--- src/rtl/riscv_pkg.sv ---
// -----------------------------------------------------------------------------
// riscv_pkg
// Shared definitions for the RISC-V front end: data-path width, PCSrc
// encodings, the canonical NOP, the decode payload struct, the fetch FSM
// state enum and a small PC increment helper.
// Optional feature macro: FETCH_ALIGN_CHECK_EN (adds the ERR fetch state).
// -----------------------------------------------------------------------------
package riscv_pkg;

    localparam int unsigned XLEN = 32;

    localparam logic [1:0] PCSRC_PLUS4  = 2'b00;
    localparam logic [1:0] PCSRC_TARGET = 2'b01;
    localparam logic [1:0] PCSRC_JALR   = 2'b10;

    localparam logic [XLEN-1:0] NOP_INSTR = 32'h0000_0013;

    // Instruction word and its address, as handed to decode
    typedef struct packed {
        logic [XLEN-1:0] instr;
        logic [XLEN-1:0] pc;
    } fetch_pkt_t;

    typedef enum logic [2:0] {
        ST_IDLE,
        ST_REQ,
        ST_WAIT,
        ST_HOLD
`ifdef FETCH_ALIGN_CHECK_EN
        , ST_ERR
`endif
    } fetch_state_e;

    // Sequential successor; wraps modulo 2^32
    function automatic logic [XLEN-1:0] pc_plus4(input logic [XLEN-1:0] pc);
        return pc + XLEN'(4);
    endfunction

endpackage

--- src/rtl/instr_fetch_if.sv ---
// -----------------------------------------------------------------------------
// instr_fetch_if
// Bundles the instruction-memory request/grant/response bus and the
// decode valid/ready bus of the fetch unit.
//   master : the fetch unit (drives imem_req/imem_addr and the instr_* outputs)
//   slave  : memory + decode side (drives grant, read data, ready, PCSrc,
//            pc_target, alu_result)
// -----------------------------------------------------------------------------
interface instr_fetch_if;
    import riscv_pkg::*;

    // instruction memory side
    logic            imem_req;
    logic [XLEN-1:0] imem_addr;
    logic            imem_gnt;
    logic            imem_rvalid;
    logic [XLEN-1:0] imem_rdata;

    // decode side
    logic            instr_valid;
    logic [XLEN-1:0] instr;
    logic [XLEN-1:0] instr_pc;
    logic [XLEN-1:0] instr_pc_plus4;
    logic            instr_ready;
    logic [1:0]      PCSrc;
    logic [XLEN-1:0] pc_target;
    logic [XLEN-1:0] alu_result;

    logic            fetch_misaligned;

    modport master (
        output imem_req, imem_addr,
        input  imem_gnt, imem_rvalid, imem_rdata,
        output instr_valid, instr, instr_pc, instr_pc_plus4, fetch_misaligned,
        input  instr_ready, PCSrc, pc_target, alu_result
    );

    modport slave (
        input  imem_req, imem_addr,
        output imem_gnt, imem_rvalid, imem_rdata,
        input  instr_valid, instr, instr_pc, instr_pc_plus4, fetch_misaligned,
        output instr_ready, PCSrc, pc_target, alu_result
    );

endinterface

--- src/rtl/instr_fetch_next_pc_sel.sv ---
// -----------------------------------------------------------------------------
// next_pc_sel
// Combinational next-PC mux over PC+4, pc_target and alu_result.
//   i_pc           : current fetch PC
//   i_pcsrc        : PCSrc select (11 behaves as PC+4)
//   i_pc_target    : branch / JAL target
//   i_alu_result   : JALR target
//   o_next_pc_c    : selected next PC
//   o_misaligned_c : selected target not word aligned (only with
//                    FETCH_ALIGN_CHECK_EN; otherwise the low bits are cleared)
// -----------------------------------------------------------------------------
module next_pc_sel
    import riscv_pkg::*;
(
    input  logic [XLEN-1:0] i_pc,
    input  logic [1:0]      i_pcsrc,
    input  logic [XLEN-1:0] i_pc_target,
    input  logic [XLEN-1:0] i_alu_result,
`ifdef FETCH_ALIGN_CHECK_EN
    output logic            o_misaligned_c,
`endif
    output logic [XLEN-1:0] o_next_pc_c
);

    localparam logic [XLEN-1:0] ALIGN_MASK = ~XLEN'(3);

    logic [XLEN-1:0] w_sel_pc;

    // PCSrc mux; the reserved encoding falls back to sequential
    always_comb begin
        w_sel_pc = pc_plus4(i_pc);
        case (i_pcsrc)
            PCSRC_TARGET: w_sel_pc = i_pc_target;
            PCSRC_JALR:   w_sel_pc = i_alu_result;
            default:      w_sel_pc = pc_plus4(i_pc);
        endcase
    end

`ifdef FETCH_ALIGN_CHECK_EN
    assign o_misaligned_c = (w_sel_pc[1:0] != 2'b00);
    assign o_next_pc_c    = w_sel_pc;
`else
    assign o_next_pc_c    = w_sel_pc & ALIGN_MASK;
`endif

endmodule

--- src/rtl/instr_fetch.sv ---
// -----------------------------------------------------------------------------
// instr_fetch
// Instruction fetch unit: owns the PC, fetches one word at a time over the
// imem request/grant/response bus and holds it for decode until accepted,
// then advances the PC according to PCSrc.
//   clk, rst_n : clock, asynchronous active-low reset
//   bus        : instr_fetch_if.master (imem bus + decode bus, see interface)
//   RESET_PC   : first fetch address after reset (word aligned)
// Optional feature macro: FETCH_ALIGN_CHECK_EN -- a misaligned next PC traps
// into a sticky ERR state with fetch_misaligned set; left only by reset.
// All outputs are registered.
// -----------------------------------------------------------------------------
module instr_fetch
    import riscv_pkg::*;
#(
    parameter logic [31:0] RESET_PC = 32'h0000_0000
)
(
    input  logic          clk,
    input  logic          rst_n,
    instr_fetch_if.master bus
);

    fetch_state_e    r_state;
    logic [XLEN-1:0] r_pc;
    logic            r_imem_req;
    logic            r_instr_valid;
    fetch_pkt_t      r_pkt;
    logic [XLEN-1:0] r_pc_plus4;
    logic [XLEN-1:0] w_next_pc_c;
`ifdef FETCH_ALIGN_CHECK_EN
    logic            r_misaligned;
    logic            w_misaligned_c;
`endif

    next_pc_sel u_next_pc_sel (
        .i_pc           (r_pc),
        .i_pcsrc        (bus.PCSrc),
        .i_pc_target    (bus.pc_target),
        .i_alu_result   (bus.alu_result),
`ifdef FETCH_ALIGN_CHECK_EN
        .o_misaligned_c (w_misaligned_c),
`endif
        .o_next_pc_c    (w_next_pc_c)
    );

    // Fetch FSM with registered outputs; inputs outside their state are ignored
    always_ff @(posedge clk or negedge rst_n) begin
        if (!rst_n) begin
            r_state       <= ST_IDLE;
            r_pc          <= RESET_PC;
            r_imem_req    <= 1'b0;
            r_instr_valid <= 1'b0;
            r_pkt         <= '{instr: NOP_INSTR, pc: RESET_PC};
            r_pc_plus4    <= pc_plus4(RESET_PC);
`ifdef FETCH_ALIGN_CHECK_EN
            r_misaligned  <= 1'b0;
`endif
        end else begin
            case (r_state)
                ST_IDLE: begin
                    r_imem_req <= 1'b1;
                    r_state    <= ST_REQ;
                end
                ST_REQ: begin
                    // address is r_pc, which only moves on accept
                    if (bus.imem_gnt) begin
                        r_imem_req <= 1'b0;
                        r_state    <= ST_WAIT;
                    end
                end
                ST_WAIT: begin
                    if (bus.imem_rvalid) begin
                        r_pkt         <= '{instr: bus.imem_rdata, pc: r_pc};
                        r_pc_plus4    <= pc_plus4(r_pc);
                        r_instr_valid <= 1'b1;
                        r_state       <= ST_HOLD;
                    end
                end
                ST_HOLD: begin
                    if (bus.instr_ready) begin
                        r_instr_valid <= 1'b0;
`ifdef FETCH_ALIGN_CHECK_EN
                        if (w_misaligned_c) begin
                            r_misaligned <= 1'b1;
                            r_state      <= ST_ERR;
                        end else begin
                            r_pc       <= w_next_pc_c;
                            r_imem_req <= 1'b1;
                            r_state    <= ST_REQ;
                        end
`else
                        r_pc       <= w_next_pc_c;
                        r_imem_req <= 1'b1;
                        r_state    <= ST_REQ;
`endif
                    end
                end
`ifdef FETCH_ALIGN_CHECK_EN
                ST_ERR: begin
                    r_imem_req    <= 1'b0;
                    r_instr_valid <= 1'b0;
                end
`endif
                default: begin
                    r_imem_req    <= 1'b0;
                    r_instr_valid <= 1'b0;
                    r_state       <= ST_IDLE;
                end
            endcase
        end
    end

    assign bus.imem_req       = r_imem_req;
    assign bus.imem_addr      = r_pc;
    assign bus.instr_valid    = r_instr_valid;
    assign bus.instr          = r_pkt.instr;
    assign bus.instr_pc       = r_pkt.pc;
    assign bus.instr_pc_plus4 = r_pc_plus4;
`ifdef FETCH_ALIGN_CHECK_EN
    assign bus.fetch_misaligned = r_misaligned;
`else
    assign bus.fetch_misaligned = 1'b0;
`endif

endmodule

--- src/flat_wrapper.sv ---
// flat-port wrapper written by rule: the top's interface ports become plain ports
module instr_fetch_flat import riscv_pkg::*;
#(
    parameter logic [31:0] RESET_PC = 32'h0000_0000
)
  (clk, rst_n, bus_imem_req, bus_imem_addr, bus_imem_gnt, bus_imem_rvalid, bus_imem_rdata, bus_instr_valid, bus_instr, bus_instr_pc, bus_instr_pc_plus4, bus_fetch_misaligned, bus_instr_ready, bus_PCSrc, bus_pc_target, bus_alu_result);
  instr_fetch_if bus_i ();
  input  logic clk;
  input  logic rst_n;
  output wire logic [$bits(bus_i.imem_req)-1:0] bus_imem_req;
  output wire logic [$bits(bus_i.imem_addr)-1:0] bus_imem_addr;
  input wire logic [$bits(bus_i.imem_gnt)-1:0] bus_imem_gnt;
  input wire logic [$bits(bus_i.imem_rvalid)-1:0] bus_imem_rvalid;
  input wire logic [$bits(bus_i.imem_rdata)-1:0] bus_imem_rdata;
  output wire logic [$bits(bus_i.instr_valid)-1:0] bus_instr_valid;
  output wire logic [$bits(bus_i.instr)-1:0] bus_instr;
  output wire logic [$bits(bus_i.instr_pc)-1:0] bus_instr_pc;
  output wire logic [$bits(bus_i.instr_pc_plus4)-1:0] bus_instr_pc_plus4;
  output wire logic [$bits(bus_i.fetch_misaligned)-1:0] bus_fetch_misaligned;
  input wire logic [$bits(bus_i.instr_ready)-1:0] bus_instr_ready;
  input wire logic [$bits(bus_i.PCSrc)-1:0] bus_PCSrc;
  input wire logic [$bits(bus_i.pc_target)-1:0] bus_pc_target;
  input wire logic [$bits(bus_i.alu_result)-1:0] bus_alu_result;
  assign bus_imem_req = bus_i.imem_req;
  assign bus_imem_addr = bus_i.imem_addr;
  assign bus_i.imem_gnt = bus_imem_gnt;
  assign bus_i.imem_rvalid = bus_imem_rvalid;
  assign bus_i.imem_rdata = bus_imem_rdata;
  assign bus_instr_valid = bus_i.instr_valid;
  assign bus_instr = bus_i.instr;
  assign bus_instr_pc = bus_i.instr_pc;
  assign bus_instr_pc_plus4 = bus_i.instr_pc_plus4;
  assign bus_fetch_misaligned = bus_i.fetch_misaligned;
  assign bus_i.instr_ready = bus_instr_ready;
  assign bus_i.PCSrc = bus_PCSrc;
  assign bus_i.pc_target = bus_pc_target;
  assign bus_i.alu_result = bus_alu_result;
  instr_fetch #(.RESET_PC(RESET_PC)) u_core (.clk(clk), .rst_n(rst_n), .bus(bus_i));
endmodule
--- config.mk ---
export PLATFORM = sky130hd
export DESIGN_NAME = instr_fetch_flat
export DESIGN_NICKNAME = d
export VERILOG_FILES = /design/src/rtl/riscv_pkg.sv /design/src/rtl/instr_fetch_if.sv /design/src/rtl/instr_fetch_next_pc_sel.sv /design/src/rtl/instr_fetch.sv /design/src/flat_wrapper.sv
export SDC_FILE = /design/constraint.sdc
export NUM_CORES = 1
export LEC_CHECK = 0
export BUFFER_PORTS_ARGS = -buffer_cell sky130_fd_sc_hd__buf_2
export CORE_UTILIZATION = 46
export DETAILED_ROUTE_END_ITERATION = 16
export GPL_TIMING_DRIVEN = 0
export HOLD_SLACK_MARGIN = 0.12
export PLACE_DENSITY = 0.81
export SYNTH_ARGS = -nofsm -noshare
export SYNTH_HDL_FRONTEND = slang
export SYNTH_SLANG_ARGS = --single-unit
--- constraint.sdc ---
create_clock -name clk -period 3.47 [get_ports clk]
set_clock_uncertainty 0.05 [all_clocks]
set_input_delay 0.694 -clock clk [delete_from_list [all_inputs] [get_ports clk]]
set_output_delay 0.694 -clock clk [all_outputs]
set_load 0.01 [all_outputs]
Word level (Yosys, flattened, before mapping):

Cells that the tools add are included.

* output and inout port bits: 131
* logic and storage cells: 36
* register bits: 129
* input port bits: 103

* reductions and logical operators: 7
* mux-type cells: 11
* bitwise gates (word level): 2
* eq/ne operators: 8
* add/subtract/negate cells: 1

Operators by type and width (count)
* case mux 32 bit (2 select lines): 1
* adder 32 x 3 -> 32 bit, second input constant: 1
* case mux 3 bit (4 select lines): 1
* 2-to-1 mux 3 bit: 3
* AND reduction 3 bit: 3
* == test 3 x 2 -> 1 bit, second input constant: 2
* inequality test 2 bit, second input constant: 3
* 2-to-1 mux 1 bit: 4
* case mux 1 bit (4 select lines): 1
* AND reduction 2 bit: 2
* == test 3 x 1 -> 1 bit, second input constant: 1
* zero test 3 bit: 1
* case mux 1 bit (3 select lines): 1
* == test 2 x 1 -> 1 bit, second input constant: 1
* == test 2 bit, second input constant: 1
* NOT 1 bit: 2
* OR reduction 2 bit: 1

Depth between registers and ports, before layout:

Gate-level depths: netlist of run 1.

* depth in word-level cells: 4
* gate-level depth with buffers: 9
* depth with buffers taken out: 6

Modules after synthesis:

From an unflattened synthesis of run 1, not the netlist that was laid out.

* cells, all modules: 736
* area total of the unflattened synthesis: 6725.2 µm²

By module, submodules not included
* instr_fetch: instances 1, cells an instance 555, seq. area each 3258.1 µm², area each 5526.6 µm²
* next_pc_sel: instances 1, cells an instance 181, seq. area each 0.0 µm², area each 1198.6 µm²

Worst setup path before layout of run 1:

OpenSTA, ideal clock, no wires.

* path kind: flip-flop to flip-flop
* start: register u_core.r_pc[2] (netlist: u_core.bus.imem_addr[2])
* end: register u_core.r_pc[28] (netlist: u_core.bus.imem_addr[28])
* clock period less this slack: 2.196 ns
* slack: 1.274 ns
* data required time: 3.326 ns
* cell stages (with the launch flop): 7
* data arrival time: 2.052 ns
* setup time: 0.094 ns
* path buffers: 0
* path through: dfrtp_1 > ha_1 > nand3_1 > or4_1 > nor3_4 > mux2i_1 > a221oi_2

* cells in the longest elaborated chain, start to end: 2

Ends and longest elaborated chain
* start: declaration: RTL line instr_fetch.sv:25 `logic [XLEN-1:0] r_pc;`
* start signal: assignment: RTL line instr_fetch.sv:93 `r_pc <= w_next_pc_c;`
* adder 32 x 3 -> 32 bit: RTL line riscv_pkg.sv:36 `return pc + XLEN'(4);`
* case mux 32 bit (2 select lines): RTL line instr_fetch_next_pc_sel.sv:32 `case (i_pcsrc)`

No other way between the ends.
A chain may end at the register's enable or synchronous reset.

Worst setup path after layout of run 1:

Same ends and word-level chain as after synthesis.

==> results of run 1 <==
[routing by layer]
layer / GRT usage (%) / vias to the layer above / share of wire [%]
met5: 0 / - / 0
met4: 10.31 / 0 / 2.4
met3: 4.961 / 31 / 5.6
met2: 43.08 / 208 / 49
met1: 34.54 / 2586 / 43
li1: - / 2515 / -
[cell usage in the layout (no fill, tap or decap), types with 4 or more instances in the layout]
cell type,n
buf_1,5
inv_1,10
xor2_1,12
clkbuf_1,39
buf_2,227
o21ai_1,4
nor3_1,5
mux2i_1,19
buf_4,8
xnor2_1,16
nor2_1,17
nand3_1,12
nand2_1,63
o22a_1,5
a221oi_1,21
clkbuf_16,17
clkbuf_8,5
ha_1,7
o21ai_0,51
dfrtp_1,122
dfstp_2,4
mux2_2,61
nand4_1,10
and3_1,5
a221o_1,15
conb_1,7
a21oi_1,23
[worst max-delay path by stage]
stage	start	endpoint	slack, ps
floorplan	u_core.bus.imem_addr[2]	u_core.bus.imem_addr[28]	1270
global placement	rst_n	u_core.bus.instr_pc[13]	-40
detailed placement	bus_PCSrc[0]	u_core.bus.imem_addr[22]	730
CTS	u_core.r_state[0]	u_core.bus.instr_pc[22]	910
global route	u_core.bus.imem_addr[7]	u_core.bus.imem_addr[24]	760
finish	u_core.bus.imem_addr[2]	u_core.bus.imem_addr[28]	890
[worst max-delay path: cells and delay by family (launching register included)]
family | cells | cell delay (ps)
AO/OA/AOI/OAI | 1 | 80
adder cells (fa/ha/maj) | 1 | 310
flip-flops | 1 | 510
multiplexers | 1 | 240
AND/OR/NAND/NOR | 3 | 1230
[layout make-up]
class / count / area share, %
buffer: 54 / 3.048
clock buffer: 27 / 6.311
sequential: 126 / 38.85
tap: 172 / 2.647
timing repair buffer: 223 / 14.08
multi-input combinational: 380 / 33.34
clock inverter: 5 / 1.262
inverter: 10 / 0.4618
[flip-flops by register name, summed over array words and instances, names as in the netlist]
name / count
u_core.r_state: 2
u_core.bus.instr_valid: 1
u_core.bus.instr_pc: 30
u_core.bus.imem_req: 1
u_core.bus.instr: 32
u_core.bus.instr_pc_plus4: 30
u_core.bus.imem_addr: 30
[power groups by stage]
stage	sequential (mW)	clock, mW	combinational [mW]
floorplan	2.86	0	1.27
global placement	2.56	0	2.62
detailed placement	2.60	0	2.69
CTS	2.59	1.88	2.71
global route	2.69	1.95	2.93
finish	2.59	1.86	2.69
[synthesized netlist by cell type, drive strengths merged (4+ instances only)]
library cell,instances
and3,5
o21ai,55
dfstp,4
a21oi,23
o22a,5
dfrtp,122
clkbuf,34
nor3,9
xnor2,16
nor2,18
mux2i,19
a221o,15
nand4,12
ha,7
a221oi,22
xor2,12
nand3,12
mux2,61
buf,20
nand2,63
inv,10
[kinds of logic (layout without fill, tap and decap cells)]
logic type,Yosys count,count (layout)
other cells,1,7
mux,80,80
buf+inv,64,319
flops,126,126
fa+ha+maj,7,7
compound gates,128,128
simple gates,130,130
xor+xnor,28,28
==> flow_summary.html, run 1 <==
<table>
<tr><th>Metric</th><th>Value</th></tr>
<tr><th colspan="2">Critical path</th></tr>
<tr><td>Worst setup path category</td><td>reg -&gt; reg</td></tr>
<tr><td>Critical path peak fanout</td><td>8</td></tr>
<tr><td>Slowest cell on the critical path</td><td>or4_1</td></tr>
<tr><td>Worst path arrival time</td><td>2800 ps</td></tr>
<tr><td>Kind of end point of the critical path</td><td>flip-flop</td></tr>
<tr><td>Slack of the worst reg-to-reg path</td><td>890 ps</td></tr>
<tr><td>Worst reg-to-reg path cell count</td><td>6</td></tr>
<tr><td>R2R Path End</td><td>u_core.bus.imem_addr[28]</td></tr>
<tr><td>Cell-by-cell trace of the critical path</td><td>ha_1 -&gt; nand3_1 -&gt; or4_1 -&gt; nor3_4 -&gt; mux2i_1 -&gt; a221oi_2</td></tr>
<tr><td>Data required, critical path</td><td>3690 ps</td></tr>
<tr><td>Delay of the slowest critical-path stage</td><td>700 ps</td></tr>
<tr><td>Critical Path Source Type</td><td>flip-flop</td></tr>
<tr><td>Origin of the critical flop-to-flop path</td><td>u_core.bus.imem_addr[2]</td></tr>
<tr><th colspan="2">Cells and area</th></tr>
<tr><td>Non-filler cells, final</td><td>997</td></tr>
<tr><td>Multi-input combinational cell area</td><td>2710 um^2</td></tr>
<tr><td>Total inserted antenna cells</td><td>0</td></tr>
<tr><td>Proportion of layout cells with a drive suffix above 1</td><td>40.97%</td></tr>
<tr><td>Fin util</td><td>63.39%</td></tr>
<tr><td>Area delta synth-&gt;final</td><td>32.59%</td></tr>
<tr><td>Final net count</td><td>922</td></tr>
<tr><td>Area of all placed cells without fillers</td><td>8129 um^2</td></tr>
<tr><td># fillers</td><td>1082</td></tr>
<tr><td>Storage element area</td><td>3158 um^2</td></tr>
<tr><th colspan="2">GRT</th></tr>
<tr><td>Residual overflow from global routing</td><td>0</td></tr>
<tr><td>Overall track demand over capacity in global routing</td><td>26.34%</td></tr>
<tr><td>First-pass GRT wire length</td><td>27.91 mm</td></tr>
<tr><td>Initial antenna violation count</td><td>0</td></tr>
<tr><td>Vias in the first global route</td><td>5261</td></tr>
<tr><td>Pin count of the biggest net entering global routing</td><td>79</td></tr>
<tr><th colspan="2">Clock network</th></tr>
<tr><td>Clk slew on worst S/H paths</td><td>50 ps</td></tr>
<tr><td>Post-cts sizing count</td><td>0</td></tr>
<tr><td>Inserted Clock Buffers</td><td>17</td></tr>
<tr><td>TritonCTS sink count</td><td>126</td></tr>
<tr><td>Maximum root-to-sink buffer count</td><td>2</td></tr>
<tr><td>Number of H-tree levels</td><td>4</td></tr>
<tr><td>Root cell of the clock tree</td><td>clkbuf_16</td></tr>
<tr><td>CTS tree</td><td>done</td></tr>
<tr><td>Clock latency of the later-clocked register in the worst-skew pair</td><td>420 ps</td></tr>
<tr><td>Post-CTS setup buffer count</td><td>0</td></tr>
<tr><td>Post-cts hold buffer count</td><td>0</td></tr>
<tr><th colspan="2">Timing</th></tr>
<tr><td>Max-slew headroom at the worst pin</td><td>48.07%</td></tr>
<tr><td>Setup repair after global routing missed its margin</td><td>no</td></tr>
<tr><td>Maximum achievable frequency</td><td>387.4 MHz</td></tr>
<tr><td>Minimum period implied by the final worst setup slack</td><td>2581 ps</td></tr>
<tr><td>Slew Viols, Final</td><td>0</td></tr>
<tr><td>Share of the clock period used by the worst path after layout</td><td>74.39%</td></tr>
<tr><td>Setup Viol. Count Final</td><td>0</td></tr>
<tr><td>PnR worst setup slack</td><td>888.6 ps</td></tr>
<tr><td>Number of hold violations in the final report</td><td>0</td></tr>
<tr><td>Worst hold-check slack</td><td>159.2 ps</td></tr>
<tr><td>Transition time of the tightest slew-check pin</td><td>771.8 ps</td></tr>
<tr><td>TNS Setup</td><td>0 ps</td></tr>
<tr><th colspan="2">Floorplan</th></tr>
<tr><td>Die footprint</td><td>13790 um^2</td></tr>
<tr><td>Horizontal extent of the die</td><td>117.4 um</td></tr>
<tr><td>Placement Rows</td><td>41</td></tr>
<tr><td>Placeable core region</td><td>12820 um^2</td></tr>
<tr><td>Initial standard-cell utilization of the core</td><td>47.80%</td></tr>
<tr><td>Die Y-Extent</td><td>117.4 um</td></tr>
<tr><td>I/O pin count</td><td>234</td></tr>
<tr><th colspan="2">Place</th></tr>
<tr><td>Placed Instance Area</td><td>7513 um^2</td></tr>
<tr><td>Gpl congestion</td><td>0.8427</td></tr>
<tr><td>Setup Slack @ Placement</td><td>725.7 ps</td></tr>
<tr><td>Count of buffers from port buffering</td><td>222</td></tr>
<tr><td>Half-perimeter wire length of the detailed placement result</td><td>12.90 mm</td></tr>
<tr><td>Inst Count DP</td><td>965</td></tr>
<tr><th colspan="2">Job</th></tr>
<tr><td>Max Cap Viol</td><td>0</td></tr>
<tr><th colspan="2">Yosys</th></tr>
<tr><td>Main combinational cell family by area after synthesis</td><td>multiplexers</td></tr>
<tr><td>Cell taking the most area after synthesis</td><td>dfrtp_1</td></tr>
<tr><td>Top area cells in the synthesized netlist</td><td>dfrtp_1 (50%), mux2_2 (11%), o21ai_0 (4.2%), nand2_1 (3.9%), mux2i_1 (3.1%)</td></tr>
<tr><td>Post-synth ARST share</td><td>100.0%</td></tr>
<tr><td>Xor and xnor fraction of the mapped netlist area</td><td>4.000%</td></tr>
<tr><td>Synth Area in Compound Gates</td><td>13.71%</td></tr>
<tr><td>Post-synthesis sequential area ratio</td><td>51.51%</td></tr>
<tr><td>Main synth FF type</td><td>dfrtp_1</td></tr>
<tr><td>Distinct cells, synth</td><td>42</td></tr>
<tr><td>EDFF count, synth</td><td>0</td></tr>
<tr><td>Share of the synthesized area in the top cell type</td><td>49.80%</td></tr>
<tr><td>Share of cell area taken by muxes after synthesis</td><td>14.31%</td></tr>
<tr><td>Cells after Synth</td><td>564</td></tr>
<tr><td>Flip-flop and latch count after synthesis</td><td>126</td></tr>
<tr><td>Area fraction in and, or, nand and nor cells after synthesis</td><td>10.33%</td></tr>
<tr><td>Adder-cell area share of the yosys netlist</td><td>1.429%</td></tr>
<tr><td>Synthesis Warnings</td><td>0</td></tr>
<tr><td>Post-Syn Area</td><td>6131 um^2</td></tr>
<tr><td>Synthesized area per cell</td><td>10.87 um^2</td></tr>
<tr><th colspan="2">Power and ir drop</th></tr>
<tr><td>Total internal power</td><td>4.567 mW</td></tr>
<tr><td>Share of power burned in the clock network</td><td>26.0%</td></tr>
<tr><td>Peak supply drop</td><td>382.3 uV</td></tr>
<tr><td>Part of the power in combinational logic</td><td>37.7%</td></tr>
<tr><td>Switching power total</td><td>2.572 mW</td></tr>
<tr><td>Switching power as a share of total power</td><td>36.03%</td></tr>
<tr><td>Seq pwr share</td><td>36.3%</td></tr>
<tr><td>Lkg Pwr</td><td>4.003 nW</td></tr>
<tr><td>Total Power Consumption</td><td>7.139 mW</td></tr>
<tr><td>Power density over the cells</td><td>878.2 nW/um^2</td></tr>
<tr><th colspan="2">Routing</th></tr>
<tr><td>Remaining DRCs</td><td>0</td></tr>
<tr><td>Wire per inst</td><td>17.66 um</td></tr>
<tr><td>Aggregate routed wire length</td><td>17.60 mm</td></tr>
<tr><td>Via total after detailed routing</td><td>5340</td></tr>
<tr><td>Post-route antenna net violation count</td><td>0</td></tr>
<tr><td>Number of DRC markers in iteration 0</td><td>336</td></tr>
<tr><td>Length of the first detailed-routing pass in iterations</td><td>5</td></tr>
<tr><td>Via density per instance</td><td>5.356</td></tr>
<tr><th colspan="2">Hold path</th></tr>
<tr><td>Classification of the worst-slack hold path</td><td>in -&gt; async</td></tr>
<tr><th colspan="2">Run status</th></tr>
<tr><td>Result of the run</td><td>finished, final reports clean</td></tr>
</table>
No activity file was read; power rests on OpenSTA's default activity.
==> run 2, diff against run 1 <==
Settings changed: CORE_UTILIZATION 46 to 45, PLACE_DENSITY 0.81 to 0.82.
Clock period 3.47 ns to 2.2 ns, I/O delays scaled along.
==> run 2 against run 1 <==
Compared with the run above:
- non-clock buffer count increased by 5
- cell count up 1.0%
- total power grew 57%
- sequential share of layout area fell by 0.65 points
- clock power increased by 50%
- sequential power up 60%
- via count rose by 1.1%
- die area is 2.2% higher
- global-route usage shrank 0.37 points
- register-to-register slack got worse by 810 ps
- wire length is 1.4% higher
- combinational power increased by 59%
- critical path type unchanged
==> flow_summary.html, run 2 (synthesis gave the netlist of run 1 again) <==
<table>
<tr><th>Metric</th><th>Value</th></tr>
<tr><th colspan="2">Critical path</th></tr>
<tr><td>Critical path peak fanout</td><td>10 (+2)</td></tr>
<tr><td>Kind of end point of the critical path</td><td>flip-flop</td></tr>
<tr><td>Slowest cell on the critical path</td><td>or4_4</td></tr>
<tr><td>Cell-by-cell trace of the critical path</td><td>buf_6 -&gt; nand4_4 -&gt; or4_4 -&gt; buf_6 -&gt; nor3_2 -&gt; mux2i_1 -&gt; a21oi_1</td></tr>
<tr><td>Worst reg-to-reg path cell count</td><td>7 (+1)</td></tr>
<tr><td>Delay of the slowest critical-path stage</td><td>510 ps (-190 ps)</td></tr>
<tr><td>Data required, critical path</td><td>2420 ps (-1270 ps)</td></tr>
<tr><td>Worst path arrival time</td><td>2350 ps (-450 ps)</td></tr>
<tr><td>Worst setup path category</td><td>reg -&gt; reg</td></tr>
<tr><td>Crit path top cell by count</td><td>buf_6</td></tr>
<tr><td>Critical Path Source Type</td><td>flip-flop</td></tr>
<tr><th colspan="2">Cells and area</th></tr>
<tr><td>Storage element area</td><td>3166 um^2 (+0.24%)</td></tr>
<tr><td>Number of flip-flops under the largest register name</td><td>32 (unchanged)</td></tr>
<tr><td>Multi-input combinational cell area</td><td>2805 um^2 (+3.5%)</td></tr>
<tr><td># fillers</td><td>1151 (+6.4%)</td></tr>
<tr><td>Proportion of layout cells with a drive suffix above 1</td><td>44.51% (+3.5 points)</td></tr>
<tr><td>Commonest cells after routing, fill and taps aside</td><td>buf_2 (227), dfrtp_1 (116), nand2_1 (62)</td></tr>
<tr><td>Area delta synth-&gt;final</td><td>35.16%</td></tr>
<tr><td>Final net count</td><td>927 (+0.54%)</td></tr>
<tr><td>Area of all placed cells without fillers</td><td>8287 um^2 (+1.9%)</td></tr>
<tr><td>Leading cell type in the layout, fill and taps excluded</td><td>buf_2</td></tr>
<tr><td>Non-filler cells, final</td><td>1007 (+1.0%)</td></tr>
<tr><th colspan="2">Timing</th></tr>
<tr><td>Transition time of the tightest slew-check pin</td><td>696.4 ps (-75.33 ps)</td></tr>
<tr><td>Share of the clock period used by the worst path after layout</td><td>96.54% (+22 points)</td></tr>
<tr><td>TNS Setup</td><td>0 ps (unchanged)</td></tr>
<tr><td>PnR worst setup slack</td><td>76.03 ps (-812.5 ps)</td></tr>
<tr><td>Setup Viol. Count Final</td><td>0 (unchanged)</td></tr>
<tr><td>Slew Viols, Final</td><td>0 (unchanged)</td></tr>
<tr><td>Minimum period implied by the final worst setup slack</td><td>2124 ps (-457.5 ps)</td></tr>
<tr><td>Maximum achievable frequency</td><td>470.8 MHz (+22%)</td></tr>
<tr><td>Max-slew headroom at the worst pin</td><td>53.57% (+5.5 points)</td></tr>
<tr><td>Number of hold violations in the final report</td><td>0 (unchanged)</td></tr>
<tr><th colspan="2">Place</th></tr>
<tr><td>Inst Count DP</td><td>969 (+0.41%)</td></tr>
<tr><td>Placed Instance Area</td><td>7518 um^2 (about the same)</td></tr>
<tr><td>Setup Slack @ Placement</td><td>-398.9 ps (-1125 ps)</td></tr>
<tr><td>Count of buffers from port buffering</td><td>222 (unchanged)</td></tr>
<tr><td>Half-perimeter wire length of the detailed placement result</td><td>12.94 mm (+0.29%)</td></tr>
<tr><td>Gpl congestion</td><td>0.8535 (+1.3%)</td></tr>
<tr><th colspan="2">GRT</th></tr>
<tr><td>Vias in the first global route</td><td>5152 (-2.1%)</td></tr>
<tr><td>Initial antenna violation count</td><td>4 (+4)</td></tr>
<tr><td>Residual overflow from global routing</td><td>0 (unchanged)</td></tr>
<tr><td>Overall track demand over capacity in global routing</td><td>25.97% (-0.37 points)</td></tr>
<tr><td>First-pass GRT wire length</td><td>27.71 mm (-0.72%)</td></tr>
<tr><td>Pin count of the biggest net entering global routing</td><td>68 (-14%)</td></tr>
<tr><th colspan="2">Clock network</th></tr>
<tr><td>CTS tree</td><td>done</td></tr>
<tr><td>TritonCTS sink count</td><td>126 (unchanged)</td></tr>
<tr><td>Number of H-tree levels</td><td>4 (unchanged)</td></tr>
<tr><td>Clock latency of the later-clocked register in the worst-skew pair</td><td>420 ps (about the same)</td></tr>
<tr><td>Root cell of the clock tree</td><td>clkbuf_16</td></tr>
<tr><td>Maximum root-to-sink buffer count</td><td>2 (unchanged)</td></tr>
<tr><td>Inserted Clock Buffers</td><td>17 (unchanged)</td></tr>
<tr><td>Clk slew on worst S/H paths</td><td>50 ps (about the same)</td></tr>
<tr><th colspan="2">Hold path</th></tr>
<tr><td>Classification of the worst-slack hold path</td><td>in -&gt; reg</td></tr>
<tr><td>Number of cells traversed by the worst hold path</td><td>2</td></tr>
<tr><th colspan="2">Power and ir drop</th></tr>
<tr><td>Power density over the cells</td><td>1353 nW/um^2 (+54%)</td></tr>
<tr><td>Total Power Consumption</td><td>11.21 mW (+57%)</td></tr>
<tr><td>Peak supply drop</td><td>656.1 uV (+72%)</td></tr>
<tr><td>Lkg Pwr</td><td>4.086 nW (+2.1%)</td></tr>
<tr><th colspan="2">Routing</th></tr>
<tr><td>Wire per inst</td><td>17.73 um (+0.43%)</td></tr>
<tr><td>Number of DRC markers in iteration 0</td><td>370 (+10%)</td></tr>
<tr><td>Aggregate routed wire length</td><td>17.86 mm (+1.4%)</td></tr>
<tr><td>Post-route antenna net violation count</td><td>0 (unchanged)</td></tr>
<tr><td>Via density per instance</td><td>5.362 (+0.12%)</td></tr>
<tr><td>Length of the first detailed-routing pass in iterations</td><td>5 (unchanged)</td></tr>
<tr><td>Remaining DRCs</td><td>0 (unchanged)</td></tr>
<tr><td>Via total after detailed routing</td><td>5400 (+1.1%)</td></tr>
<tr><th colspan="2">Floorplan</th></tr>
<tr><td>Die Y-Extent</td><td>118.7 um (+1.1%)</td></tr>
<tr><td>Horizontal extent of the die</td><td>118.7 um (+1.1%)</td></tr>
<tr><td>I/O pin count</td><td>234 (unchanged)</td></tr>
<tr><td>Placement Rows</td><td>42 (+2.4%)</td></tr>
<tr><td>Die footprint</td><td>14090 um^2 (+2.2%)</td></tr>
<tr><td>Initial standard-cell utilization of the core</td><td>46.30% (-1.5 points)</td></tr>
<tr><td>Placeable core region</td><td>13240 um^2 (+3.3%)</td></tr>
<tr><th colspan="2">Run status</th></tr>
<tr><td>Result of the run</td><td>finished, final reports clean</td></tr>
<tr><th colspan="2">Job</th></tr>
<tr><td>Max Cap Viol</td><td>0 (unchanged)</td></tr>
</table>
-- run 2: worst paths after layout --
check | startpoint | end | slack (ps)
max | u_core.bus.imem_addr[10] | u_core.bus.imem_addr[19] | 80
min | bus_imem_rdata[17] | u_core.bus.instr[17] | 200
max reg2reg | u_core.bus.imem_addr[10] | u_core.bus.imem_addr[19] | 80
min reg2reg | u_core.bus.instr_pc_plus4[31] | u_core.bus.instr_pc_plus4[31] | 420
max in group asynchronous | rst_n | u_core.bus.imem_addr[2] | 840
min in group asynchronous | rst_n | u_core.bus.instr_pc[22] | 510
-- run 2: layer usage --
metal  wire, um  track usage (%)
met5         10                0
met4        272            7.516
met2       8875            42.76
met1       7545            33.10
met3       1152            7.625
-- run 2: metrics by stage --
stage,utilization (%),hold WS (ps)
floorplan,-,94.41
global placement,56.52,408.4
detailed placement,56.77,402.9
CTS,61.76,187.9
global route,62.58,187.8
finish,62.58,200.7
-- run 2: power breakdown --
group          internal, mW  total (mW)  switching [mW]
registers              3.37        4.15           0.779
logic                  1.96        4.27            2.31
clock network          1.81        2.79           0.982
total                  7.14        11.2            4.07
-- run 2: layout make-up --
type	instances	area share, %
flip-flops and latches	126	38.20
clock inverters	5	0.9512
diodes	2	0.06040
multi-input cells	380	33.85
well taps	176	2.657
repair buffers	232	14.66
plain buffers	50	3.020
inverters	10	0.4530
clock buffers	26	6.145
-- run 2: critical path: cells and delay by family (launching register included) --
| family | cells | cell delay, ps |
|---|---|---|
| flops | 1 | 370 |
| simple gates | 3 | 950 |
| compound gates | 1 | 70 |
| mux | 1 | 210 |
| buf+inv | 2 | 310 |
-- run 2: what timing repair did --
action                                  4_1_cts  5_1_grt
endpoints found under the setup margin       66       46
hold endpoints to repair                     55        0
setup buffers                                 0        8
hold buffers                                  1        0
pin swaps                                     0        4
gates resized for setup                      18       21
==> run 3, diff against run 2 <==
Clock period 2.2 ns to 1.9 ns, I/O delays scaled along.
==> run 3 against run 2 <==
Compared with the run above:
- the flow now finishes with violations (setup timing)
- cell count rose by 3.0%
- final area rose by 5.5%
- via count rose by 2.4%
- global-route usage rose by 1.6 points
- register-to-register slack got worse by 140 ps
- critical path depth fell by 1
- first-iteration DRC count fell by 1.1%
- die area did not move
- sequential power rose by 14%
- sequential share of layout area fell by 1.9 points
- hold slack got worse by 63 ps
- wire length rose by 5.3%
- critical endpoint is now u_core.bus.imem_addr[21]
- largest power group unchanged
- highest routed layer is now met4
==> flow_summary.html, run 3 (synthesis gave the netlist of run 1 again) <==
<table>
<tr><th>Metric</th><th>Value</th></tr>
<tr><th colspan="2">Power and ir drop</th></tr>
<tr><td>Part of the power in combinational logic</td><td>39.8% (+1.7 points)</td></tr>
<tr><td>Power density over the cells</td><td>1586 nW/um^2 (+17%)</td></tr>
<tr><td>Seq pwr share</td><td>34.3% (-2.7 points)</td></tr>
<tr><td>Total internal power</td><td>8.922 mW (+25%)</td></tr>
<tr><td>Switching power total</td><td>4.936 mW (+21%)</td></tr>
<tr><td>Peak supply drop</td><td>810.5 uV (+24%)</td></tr>
<tr><td>Share of power burned in the clock network</td><td>25.9% (+1.0 points)</td></tr>
<tr><td>Switching power as a share of total power</td><td>35.62% (-0.71 points)</td></tr>
<tr><td>Lkg Pwr</td><td>4.355 nW (+6.6%)</td></tr>
<tr><th colspan="2">Timing</th></tr>
<tr><td>Transition time of the tightest slew-check pin</td><td>683.5 ps (-12.96 ps)</td></tr>
<tr><td>Setup Viol. Count Final</td><td>6 (+6)</td></tr>
<tr><td>Max-slew headroom at the worst pin</td><td>54.43% (+0.86 points)</td></tr>
<tr><td>TNS Setup</td><td>-212.3 ps (-212.3 ps)</td></tr>
<tr><td>Number of hold violations in the final report</td><td>0 (unchanged)</td></tr>
<tr><td>Setup repair after global routing missed its margin</td><td>yes</td></tr>
<tr><td>PnR worst setup slack</td><td>-64.70 ps (-140.7 ps)</td></tr>
<tr><td>Minimum period implied by the final worst setup slack</td><td>1965 ps (-159.3 ps)</td></tr>
<tr><td>Share of the clock period used by the worst path after layout</td><td>103.4% (+6.9 points)</td></tr>
<tr><td>Slew Viols, Final</td><td>0 (unchanged)</td></tr>
<tr><td>Maximum achievable frequency</td><td>509.0 MHz (+8.1%)</td></tr>
<tr><th colspan="2">Cells and area</th></tr>
<tr><td>Final net count</td><td>957 (+3.2%)</td></tr>
<tr><td>Area delta synth-&gt;final</td><td>42.55%</td></tr>
<tr><td>Number of flip-flops under the largest register name</td><td>32 (unchanged)</td></tr>
<tr><td>Proportion of layout cells with a drive suffix above 1</td><td>50.35% (+5.8 points)</td></tr>
<tr><td>Commonest cells after routing, fill and taps aside</td><td>buf_2 (225), dfrtp_1 (108), mux2_2 (61), nand2_1 (61), o21ai_0 (49)</td></tr>
<tr><td>Area of all placed cells without fillers</td><td>8740 um^2 (+5.5%)</td></tr>
<tr><td>Leading cell type in the layout, fill and taps excluded</td><td>buf_2</td></tr>
<tr><th colspan="2">Critical path</th></tr>
<tr><td>Critical path peak fanout</td><td>6 (-4)</td></tr>
<tr><td>Worst reg-to-reg path cell count</td><td>6 (-1)</td></tr>
<tr><td>Worst setup path category</td><td>reg -&gt; reg</td></tr>
<tr><td>Worst path arrival time</td><td>2200 ps (-150 ps)</td></tr>
<tr><td>Critical Path Source Type</td><td>flip-flop</td></tr>
<tr><td>Kind of end point of the critical path</td><td>flip-flop</td></tr>
<tr><td>Slowest cell on the critical path</td><td>or4_4</td></tr>
<tr><td>Data required, critical path</td><td>2130 ps (-290 ps)</td></tr>
<tr><td>Cell-by-cell trace of the critical path</td><td>buf_6 -&gt; nand4_4 -&gt; or4_4 -&gt; nor3_4 -&gt; mux2i_1 -&gt; a21oi_1</td></tr>
<tr><td>Delay of the slowest critical-path stage</td><td>610 ps (+100 ps)</td></tr>
<tr><th colspan="2">Floorplan</th></tr>
<tr><td>Horizontal extent of the die</td><td>118.7 um (unchanged)</td></tr>
<tr><td>Die Y-Extent</td><td>118.7 um (unchanged)</td></tr>
<tr><td>Die footprint</td><td>14090 um^2 (unchanged)</td></tr>
<tr><td>Placeable core region</td><td>13240 um^2 (unchanged)</td></tr>
<tr><td>Placement Rows</td><td>42 (unchanged)</td></tr>
<tr><td>I/O pin count</td><td>234 (unchanged)</td></tr>
<tr><td>Initial standard-cell utilization of the core</td><td>46.30% (unchanged)</td></tr>
<tr><th colspan="2">GRT</th></tr>
<tr><td>Pin count of the biggest net entering global routing</td><td>65 (-4.4%)</td></tr>
<tr><td>Overall track demand over capacity in global routing</td><td>27.54% (+1.6 points)</td></tr>
<tr><td>Residual overflow from global routing</td><td>0 (unchanged)</td></tr>
<tr><td>Fraction of met3 tracks used by global routing</td><td>6.371% (-1.3 points)</td></tr>
<tr><td>Vias in the first global route</td><td>5468 (+6.1%)</td></tr>
<tr><td>First-pass GRT wire length</td><td>29.37 mm (+6.0%)</td></tr>
<tr><td>Most heavily used metal layer in global routing</td><td>met2</td></tr>
<tr><td>Initial antenna violation count</td><td>0 (-4)</td></tr>
<tr><td>Global routing usage on met1</td><td>34.65% (+1.6 points)</td></tr>
<tr><td>Met2 track demand over resource</td><td>46.78% (+4.0 points)</td></tr>
<tr><th colspan="2">Routing</th></tr>
<tr><td>Post-route antenna net violation count</td><td>0 (unchanged)</td></tr>
<tr><td>Via density per instance</td><td>5.335 (-0.52%)</td></tr>
<tr><td>Number of DRC markers in iteration 0</td><td>366 (-1.1%)</td></tr>
<tr><td>Aggregate routed wire length</td><td>18.80 mm (+5.3%)</td></tr>
<tr><td>Length of the first detailed-routing pass in iterations</td><td>5 (unchanged)</td></tr>
<tr><td>Remaining DRCs</td><td>0 (unchanged)</td></tr>
<tr><td>Via total after detailed routing</td><td>5532 (+2.4%)</td></tr>
<tr><td>Wire per inst</td><td>18.13 um (+2.2%)</td></tr>
<tr><th colspan="2">Clock network</th></tr>
<tr><td>Maximum root-to-sink buffer count</td><td>2 (unchanged)</td></tr>
<tr><td>Clk slew on worst S/H paths</td><td>60 ps (about the same)</td></tr>
<tr><td>Inserted Clock Buffers</td><td>17 (unchanged)</td></tr>
<tr><td>Root cell of the clock tree</td><td>clkbuf_16</td></tr>
<tr><td>Number of H-tree levels</td><td>4 (unchanged)</td></tr>
<tr><td>Clock latency of the later-clocked register in the worst-skew pair</td><td>430 ps (about the same)</td></tr>
<tr><td>CTS tree</td><td>done</td></tr>
<tr><td>TritonCTS sink count</td><td>126 (unchanged)</td></tr>
<tr><th colspan="2">Hold path</th></tr>
<tr><td>Number of cells traversed by the worst hold path</td><td>2 (unchanged)</td></tr>
<tr><td>Classification of the worst-slack hold path</td><td>in -&gt; reg</td></tr>
<tr><th colspan="2">Run status</th></tr>
<tr><td>Result of the run</td><td>finished, violations left</td></tr>
<tr><td>Violated checks</td><td>setup timing</td></tr>
<tr><th colspan="2">Place</th></tr>
<tr><td>Count of buffers from port buffering</td><td>222 (unchanged)</td></tr>
<tr><td>Gpl congestion</td><td>0.8411 (-1.5%)</td></tr>
<tr><td>Half-perimeter wire length of the detailed placement result</td><td>13.21 mm (+2.1%)</td></tr>
<tr><td>Placed Instance Area</td><td>7589 um^2 (+0.93%)</td></tr>
<tr><th colspan="2">Job</th></tr>
<tr><td>Max Cap Viol</td><td>0 (unchanged)</td></tr>
</table>
==> run 3: cell count changes in the layout (fill, tap and decap cells not counted), sizes merged <==
cell and change:
clkinv +3, clkbuf -9, bufinv +3, diode -1, buf +34
==> run 3: metrics by stage <==
stage / instances / setup WS, ps / util (%) / hold slack [ps] / power, mW
3_3_place_gp: 968 / -1515 / 57.05 / 407.4 / 9.561
3_5_place_dp: 969 / -626.5 / 57.30 / 365.4 / 9.743
2_1_floorplan: 570 / -117.1 / - / 34.41 / 7.639
4_1_cts: 1020 / -67.52 / 64.56 / 128.7 / 13.75
6_report: 1037 / -64.70 / 66.00 / 137.3 / 13.86
5_1_grt: 1036 / -131.4 / 65.98 / 128.4 / 14.63
==> run 3: worst max-delay path, delay by kind of cell (launching register included) <==
| kind | cells | cell delay [ps] |
|---|---|---|
| mux | 1 | 230 |
| compound gates | 1 | 90 |
| buf+inv | 1 | 110 |
| flops | 1 | 350 |
| simple gates | 3 | 1000 |
==> run 3: per-layer routing <==
metal,vias up,share of wire (%),wire (um)
met3,23,6.4,1202
li1,2597,-,-
met2,208,51,9560
met4,0,1.5,281
met5,-,0,0
met1,2704,41,7755
==> run 3: worst paths after layout <==
path,start,to,slack [ps]
max,u_core.bus.imem_addr[6],u_core.bus.imem_addr[21],-60
min,bus_imem_rdata[2],u_core.bus.instr[2],140
max reg2reg,u_core.bus.imem_addr[6],u_core.bus.imem_addr[21],-60
min reg2reg,u_core.bus.instr_pc[5],u_core.bus.instr_pc[5],430
max in group asynchronous,rst_n,u_core.bus.instr_pc_plus4[2],580
min in group asynchronous,rst_n,u_core.bus.instr[25],480
==> run 3: power groups by stage <==
stage | combinational [mW] | clock (mW) | sequential (mW)
floorplan | 2.40 | 0 | 5.24
global placement | 4.85 | 0 | 4.71
detailed placement | 4.96 | 0 | 4.78
CTS | 5.40 | 3.62 | 4.73
global route | 5.98 | 3.75 | 4.90
finish | 5.52 | 3.59 | 4.75
==> run 3: what timing repair did <==
action	CTS	global route
endpoints found under the hold margin	60	0
hold buffers	1	0
setup buffers	26	17
pin swaps	11	19
endpoints found under the setup margin	115	69
gates resized for setup	47	32
==> run 3: layout make-up <==
type,instances,area [um^2]
clock inverters,11,187.7
inverters,10,37.54
fillers,1076,4503
diodes,1,2.502
flip-flops and latches,126,3176
repair buffers,267,1493
plain buffers,45,282.8
clock buffers,21,460.4
well taps,176,220.2
multi-input cells,380,2880
